[src/rtl/mtr_pkg.sv]
// Shared motor-drive types: coil select encoding and PWM constants.
// Imported by mtr_drv and by the commutation block.
package mtr_pkg;

    typedef enum logic [1:0] {
        HIGH_Z   = 2'b00,
        LOW_PWM  = 2'b01,
        HIGH_PWM = 2'b10,
        BRAKE    = 2'b11
    } sel_t;

    localparam int          PWM_PERIOD = 2048;
    localparam logic [10:0] BRAKE_DUTY = 11'h600;

    typedef struct packed {
        logic hi;
        logic lo;
    } drive_t;

endpackage

[src/rtl/mtr_drv_nonoverlap.sv]
// Per-phase non-overlap stage: blanks both gates for DEAD clocks on any
// change of the requested drive, and never drives high and low together.
module nonoverlap #(
    parameter int DEAD = 32
) (
    input  logic clk,
    input  logic rst,
    input  logic highIn,
    input  logic lowIn,
    output logic highOut,
    output logic lowOut
);

    localparam logic [7:0] DEAD_LAST = 8'(DEAD - 1);

    logic [7:0] dead_cnt;
    logic       hi_prev;
    logic       lo_prev;
    logic       changed;

    assign changed = (highIn != hi_prev) || (lowIn != lo_prev);

    // Counter saturates at DEAD_LAST; outputs follow the request from then on.
    always_ff @(posedge clk or posedge rst) begin
        if (rst) begin
            hi_prev  <= 1'b0;
            lo_prev  <= 1'b0;
            dead_cnt <= '0;
            highOut  <= 1'b0;
            lowOut   <= 1'b0;
        end else begin
            hi_prev <= highIn;
            lo_prev <= lowIn;
            if (changed || (highIn && lowIn)) begin
                highOut  <= 1'b0;
                lowOut   <= 1'b0;
                dead_cnt <= '0;
            end else if (dead_cnt == DEAD_LAST) begin
                highOut <= highIn;
                lowOut  <= lowIn;
            end else begin
                dead_cnt <= dead_cnt + 8'd1;
            end
        end
    end

endmodule

[src/rtl/mtr_drv.sv]
// Three-phase FET bridge driver: 2048-clock PWM, select-to-gate mapping and
// dead-time insertion. Optional duty ceiling enabled by DUTY_CLAMP_EN.
module mtr_drv
    import mtr_pkg::*;
#(
    parameter int          DEAD     = 32,
    parameter logic [10:0] MAX_DUTY = 11'h7C0
) (
    input  logic        clk,
    input  logic        rst,
    input  logic [10:0] duty,
    input  logic [1:0]  selGrn,
    input  logic [1:0]  selYlw,
    input  logic [1:0]  selBlu,
    output logic        highGrn,
    output logic        lowGrn,
    output logic        highYlw,
    output logic        lowYlw,
    output logic        highBlu,
    output logic        lowBlu,
    output logic        PWM_synch
);

    localparam logic [10:0] CNT_LAST = 11'(PWM_PERIOD - 1);

    logic [10:0] cnt;
    logic [10:0] duty_lat;
    logic [10:0] duty_next;
    logic        PWM_sig;
    drive_t      grn_d, ylw_d, blu_d;

`ifdef DUTY_CLAMP_EN
    always_comb begin
        duty_next = duty;
        if (duty > MAX_DUTY) duty_next = MAX_DUTY;
    end
`else
    logic unused_max_duty;
    assign unused_max_duty = ^MAX_DUTY;

    always_comb begin
        duty_next = duty;
    end
`endif

    // Duty is latched at the period boundary so mid-period writes never glitch.
    always_ff @(posedge clk or posedge rst) begin
        if (rst) begin
            cnt       <= '0;
            duty_lat  <= '0;
            PWM_sig   <= 1'b0;
            PWM_synch <= 1'b0;
        end else begin
            cnt       <= cnt + 11'd1;
            PWM_sig   <= (cnt < duty_lat);
            PWM_synch <= (cnt == CNT_LAST);
            if (cnt == CNT_LAST) duty_lat <= duty_next;
        end
    end

    function automatic drive_t sel_drive(input sel_t sel, input logic pwm);
        drive_t d;
        d = '0;
        case (sel)
            LOW_PWM:  begin d.hi = ~pwm; d.lo = pwm;  end
            HIGH_PWM: begin d.hi = pwm;  d.lo = ~pwm; end
            BRAKE:    begin d.hi = 1'b0; d.lo = pwm;  end
            default:  d = '0;
        endcase
        return d;
    endfunction

    always_comb begin
        grn_d = sel_drive(sel_t'(selGrn), PWM_sig);
        ylw_d = sel_drive(sel_t'(selYlw), PWM_sig);
        blu_d = sel_drive(sel_t'(selBlu), PWM_sig);
    end

    nonoverlap #(.DEAD(DEAD)) u_grn (
        .clk(clk), .rst(rst), .highIn(grn_d.hi), .lowIn(grn_d.lo),
        .highOut(highGrn), .lowOut(lowGrn)
    );

    nonoverlap #(.DEAD(DEAD)) u_ylw (
        .clk(clk), .rst(rst), .highIn(ylw_d.hi), .lowIn(ylw_d.lo),
        .highOut(highYlw), .lowOut(lowYlw)
    );

    nonoverlap #(.DEAD(DEAD)) u_blu (
        .clk(clk), .rst(rst), .highIn(blu_d.hi), .lowIn(blu_d.lo),
        .highOut(highBlu), .lowOut(lowBlu)
    );

endmodule
[config.mk]
export PLATFORM = sky130hd
export DESIGN_NAME = mtr_drv
export DESIGN_NICKNAME = d
export VERILOG_FILES = /design/src/rtl/mtr_pkg.sv /design/src/rtl/mtr_drv_nonoverlap.sv /design/src/rtl/mtr_drv.sv
export SDC_FILE = /design/constraint.sdc
export NUM_CORES = 1
export LEC_CHECK = 0
export ABC_AREA = 1
export CAP_MARGIN = 20
export CORE_UTILIZATION = 30
export CTS_CLUSTER_DIAMETER = 100
export DETAILED_ROUTE_END_ITERATION = 10
export GPL_TIMING_DRIVEN = 0
export SLEW_MARGIN = 20
export SYNTH_ARGS = -nofsm -noshare
export SYNTH_HDL_FRONTEND = slang
export SYNTH_SLANG_ARGS = --single-unit
[constraint.sdc]
create_clock -name clk -period 5 [get_ports clk]
set_input_delay 0.75 -clock clk [delete_from_list [all_inputs] [get_ports clk]]
set_output_delay 0.75 -clock clk [all_outputs]
set_load 0.01 [all_outputs]
After elaboration in Yosys (flattened, before gate mapping):

Cells that the tools add are included.

* flip-flop bits (word level): 60
* bits of input ports: 19
* output and inout bits: 7

* add/sub/neg operators: 4
* $lt $le $gt $ge: 1
* equal/unequal tests: 22
* mux-type cells: 21
* bitwise gates (word level): 1
* reductions and logical operators: 12

Operators by type and width (count)
* $mux W8: 6
* $add A8 B1 Y8 const B: 3
* $eq A8 B5 Y1 const B: 3
* $pmux W2 S3: 3
* $eq A2 B2 Y1 const B: 6
* $mux W1: 12
* $add A11 B1 Y11 const B: 1
* $eq A11 B11 Y1 const B: 1
* $lt A11 B11 Y1: 1
* $eq A2 B1 Y1 const B: 3
* $logic_or A1 B1 Y1: 6
* $ne A1 B1 Y1: 6
* $ne A2 B1 Y1 const B: 3
* $reduce_bool A2 Y1: 3
* $logic_and A1 B1 Y1: 3
* $not A1 Y1: 1

Longest topological paths before layout:

* word-level depth: 6
* mapped depth: 8
* gate-level depth less buffers: 8

Hierarchy:

From an unflattened synthesis, not the netlist that was laid out.

* cells, all modules: 408
* area, all modules: 3290.7 um2

Modules (own cells, without submodules)
* nonoverlap: instances 3, cells an instance 78, area an instance 646.9 um2, sequential area each 300.3 um2
* mtr_drv: instances 1, cells an instance 174, area an instance 1350.0 um2, sequential area each 600.6 um2

Worst setup path before layout:

OpenSTA, ideal clock, no wires.

* kind: in2reg
* start point: input selBlu[0]
* end point: register u_blu.dead_cnt[2]
* setup time: 0.077 ns
* arrival time: 1.343 ns
* required time: 4.923 ns
* slack: 3.579 ns
* stages on the path: 7
* path buffers: 0
* cell sequence: inv_1 -> nand3_1 -> nand2_2 -> nand2_1 -> nand2_2 -> nand2_4 -> a21oi_1

* cells in the longest elaborated chain, start to end: 6
* elaborated cells on any way between the ends: 11

Ends and longest elaborated chain
* from (decl): line mtr_drv.sv:14 `input logic [1:0] selBlu,`
* $eq A2 B2 Y1 / $eq A2 B1 Y1 (equally long branches): line mtr_drv.sv:64 `case (sel)`
* $pmux W2 S3 *: line mtr_drv.sv:64
* via u_blu.highIn: line mtr_drv_nonoverlap.sv:8 `input logic highIn,`
* $ne A1 B1 Y1: line mtr_drv_nonoverlap.sv:21 `assign changed = (highIn != hi_prev) || (lowIn != lo_prev);`
* $logic_or A1 B1 Y1: line mtr_drv_nonoverlap.sv:21
* $logic_or A1 B1 Y1 *: line mtr_drv_nonoverlap.sv:34 `if (changed || (highIn && lowIn)) begin`
* $ne A2 B1 Y1 (no line) / $mux W8 (equally long branches)
* to (signal assigned): line mtr_drv_nonoverlap.sv:42 `dead_cnt <= dead_cnt + 8'd1;`
* to (decl): line mtr_drv_nonoverlap.sv:16 `logic [7:0] dead_cnt;`

The timed path passes the listed nets; every way through them passes the cells marked *.
A chain may end at the register's enable or synchronous reset.

Final worst setup path:

* start point: register u_ylw.highOut
* end point: output highYlw

RTL lines
* from (decl): line mtr_drv_nonoverlap.sv:10 `output logic highOut,`
* from (signal assigned): line mtr_drv_nonoverlap.sv:39 `highOut <= highIn;`
* to (decl): line mtr_drv.sv:17 `output logic highYlw,`

No word-level cell between the ends.

==> results.md <==
- Leakage: 1.742 nW
- Die area: 0.01060 mm2
- Yosys top cell area share: 0.4908
- Crit path DAT: 1.23 ns
- Post-Syn Area: 0.003059 mm2
- Ys async rst share: 1.000
- Clk sink count: 60
- Layout area overhead: 20.37%
- Number of synthesized register bits: 60
- Setup repair bufs after CTS: 0
- Hold Crit Start: cnt[0]
- WP data required: 4.25 ns
- TNS Setup: 0 ns
- Least-Margin Pin Slew: 0.6629 ns
- ANT cells: 0
- Slowest stage delay, CP: 0.55 ns
- Total grt overflow: 0
- Global-route wire length before repair: 10,710 um
- Final Skew: 0.008381 ns
- TritonCTS buffer count: 9
- Placed cells: 502
- Area leader, netlist: dfrtp_1
- Nets: 413
- Synth warnings: 0
- Fmax: 0.5039 GHz
- Tot GR Track Use: 0.1293
- Netlist cell types: 21
- RSZ-0062 raised after global routing: no
- EDFF count, synth: 0
- HP Class: reg2reg
- Non-filler instance count after layout: 517
- Slowest cell on crit path: clkdlybuf4s50_1
- CTS tree: yes
- Rel. slew slack: 0.5547
- Antenna violations before repair: 0
- Top delay family on crit path: buffers and inverters
- Max FO, Critical Path: 2
- Detailed Place HPWL: 4241 um
- Final count of hold timing violations: 0
- Count leader, synth: nand2_1
- Core Box Area: 0.009819 mm2
- Post-synth top cells: nand2_1, dfrtp_1, inv_1
- Gate count of the mapped netlist: 343
- Initial Utilization: 0.3115
- Vias per cell: 4.578
- Std cell rows: 36
- IO Port Bufs: 25
- Syn avg cell area: 8.919 um2
- Crit path buf inv count: 1
- Max Slew Vio Count: 0
- Chip height: 103.0 um
- Resize count post-CTS: 0
- Max-cap violations: 0
- Primary FF master, synth: dfrtp_1
- Vias in the first global route: 2,443
- Sequential area share after synthesis: 0.4908
- Initial DRC count: 93
- DRT Wirelength: 5725 um
- Syn_nets: 376
- CTS Hold Bufs: 0
- Final Critical Period: 1.985 ns
- Dominant cells by area after synthesis: dfrtp_1, nand2_1, inv_1
- Crit. Startpoint: u_ylw.highOut
- Vias: 2,367
- Maximum VDD drop: 0.1391 mV
- Die width: 103.0 um
- Pwr Total: 0.9524 mW
- Clk_lat worst skew: 0.33 ns
- FF-to-FF Start: u_ylw.dead_cnt[0]
- CP Capture Type: output pin
- Routed wire length per instance: 11.07 um
- Crit-path cells: clkdlybuf4s50_1
- Startpoint class of the critical path: flop
- DR DRC count: 0
- Layout cell share with drive strength beyond 1: 0.1016
- IO Pins: 26
- Critical path class: reg2out
- GP Congestion: 0.7853
- Final ANT Viol Nets: 0
- Clock transition at path regs: 0.07 ns
- Status: finished, final reports clean
- # fillers: 1,056
- CTS Buffer Depth: 2
- First drt pass iteration count: 4
- Final setup fails: 0
- Total number of H-tree levels: 3
- Largest net degree at the start of global routing: 48
- Final period util: 0.3969
- Root Driver: clkbuf_8
- PD cells: 258.7 mW/mm2
## placed cells by master, fill, tap and decap left out, types with 2 or more instances in the layout
cell,n
a21oi_1,14
nand3_1,28
nand4_1,28
nor2_2,3
nand2_1,69
xor2_1,17
inv_2,2
ha_1,14
clkinvlp_4,2
nor3_1,6
dfrtp_1,60
nor3_2,4
xnor2_1,5
clkbuf_8,11
clkinv_2,2
buf_6,2
nor2_1,18
clkdlybuf4s50_1,25
nand2_2,4
inv_1,46
o21ai_0,13
nand2_4,6
## routing by layer
metal,wire [um],vias to the layer above,GRT usage
met5,0,-,0
met2,2790,24,0.2190
met4,70,0,0.03900
met3,151,7,0.03661
li1,-,1206,-
met1,2712,1130,0.1602
## metrics by stage
step / util / hold slack [ns] / setup slack [ns] / instance area [um2]
after floorplan: - / 0.4380 / 2.765 / 3059
after global placement: 0.3540 / 0.4665 / 1.612 / 3476
after detailed placement: 0.3570 / 0.4751 / 2.933 / 3506
after CTS: 0.3750 / 0.4908 / 2.986 / 3682
after global routing: 0.3750 / 0.5151 / 2.961 / 3682
final: 0.3750 / 0.4816 / 3.015 / 3682
## worst paths after layout
check	depth (start not counted)	slack [ns]	endpoint
max	1	3.02	highYlw
min	1	0.48	cnt[0]
max reg2reg	5	3.41	u_ylw.lowOut
min reg2reg	1	0.48	cnt[0]
max in group asynchronous	3	3.83	u_blu.dead_cnt[4]
min in group asynchronous	2	0.69	duty_lat[9]
## kinds of logic after synthesis
kind of cell / synth area share
XOR/XNOR: 0.06298
adder cells (fa/ha/maj): 0.05726
AND/OR/NAND/NOR: 0.2724
flip-flops: 0.4908
AO/OA/AOI/OAI: 0.04908
buffers and inverters: 0.06749
## state kept, by name (all words and copies together), names as in the netlist
name            cells
u_blu.lowOut        1
u_grn.lowOut        1
PWM_synch           1
u_ylw.lo_prev       1
u_blu.hi_prev       1
u_grn.highOut       1
PWM_sig             1
u_blu.highOut       1
u_ylw.hi_prev       1
u_grn.dead_cnt      8
u_blu.dead_cnt      8
u_ylw.lowOut        1
cnt                11
duty_lat           11
u_grn.hi_prev       1
u_ylw.dead_cnt      8
u_grn.lo_prev       1
u_blu.lo_prev       1
u_ylw.highOut       1
## report_power, final
group	internal (mW)	switching (mW)
clock network	0.202	0.188
logic	0.0263	0.0389
registers	0.491	0.00547
total	0.720	0.232
## layout make-up
type | instances | area (um2) | area share
Clock inverter | 4 | 25.02 | 0.006796
Inverter | 49 | 186.4 | 0.05063
Clock buffer | 11 | 151.4 | 0.04111
Sequential cell | 60 | 1501 | 0.4077
Tap cell | 133 | 166.4 | 0.04519
Multi-Input combinational cell | 232 | 1351 | 0.3670
Timing Repair Buffer | 26 | 277.8 | 0.07543
Buffer | 2 | 22.52 | 0.006116
No activity file was read; power rests on OpenSTA's default activity.
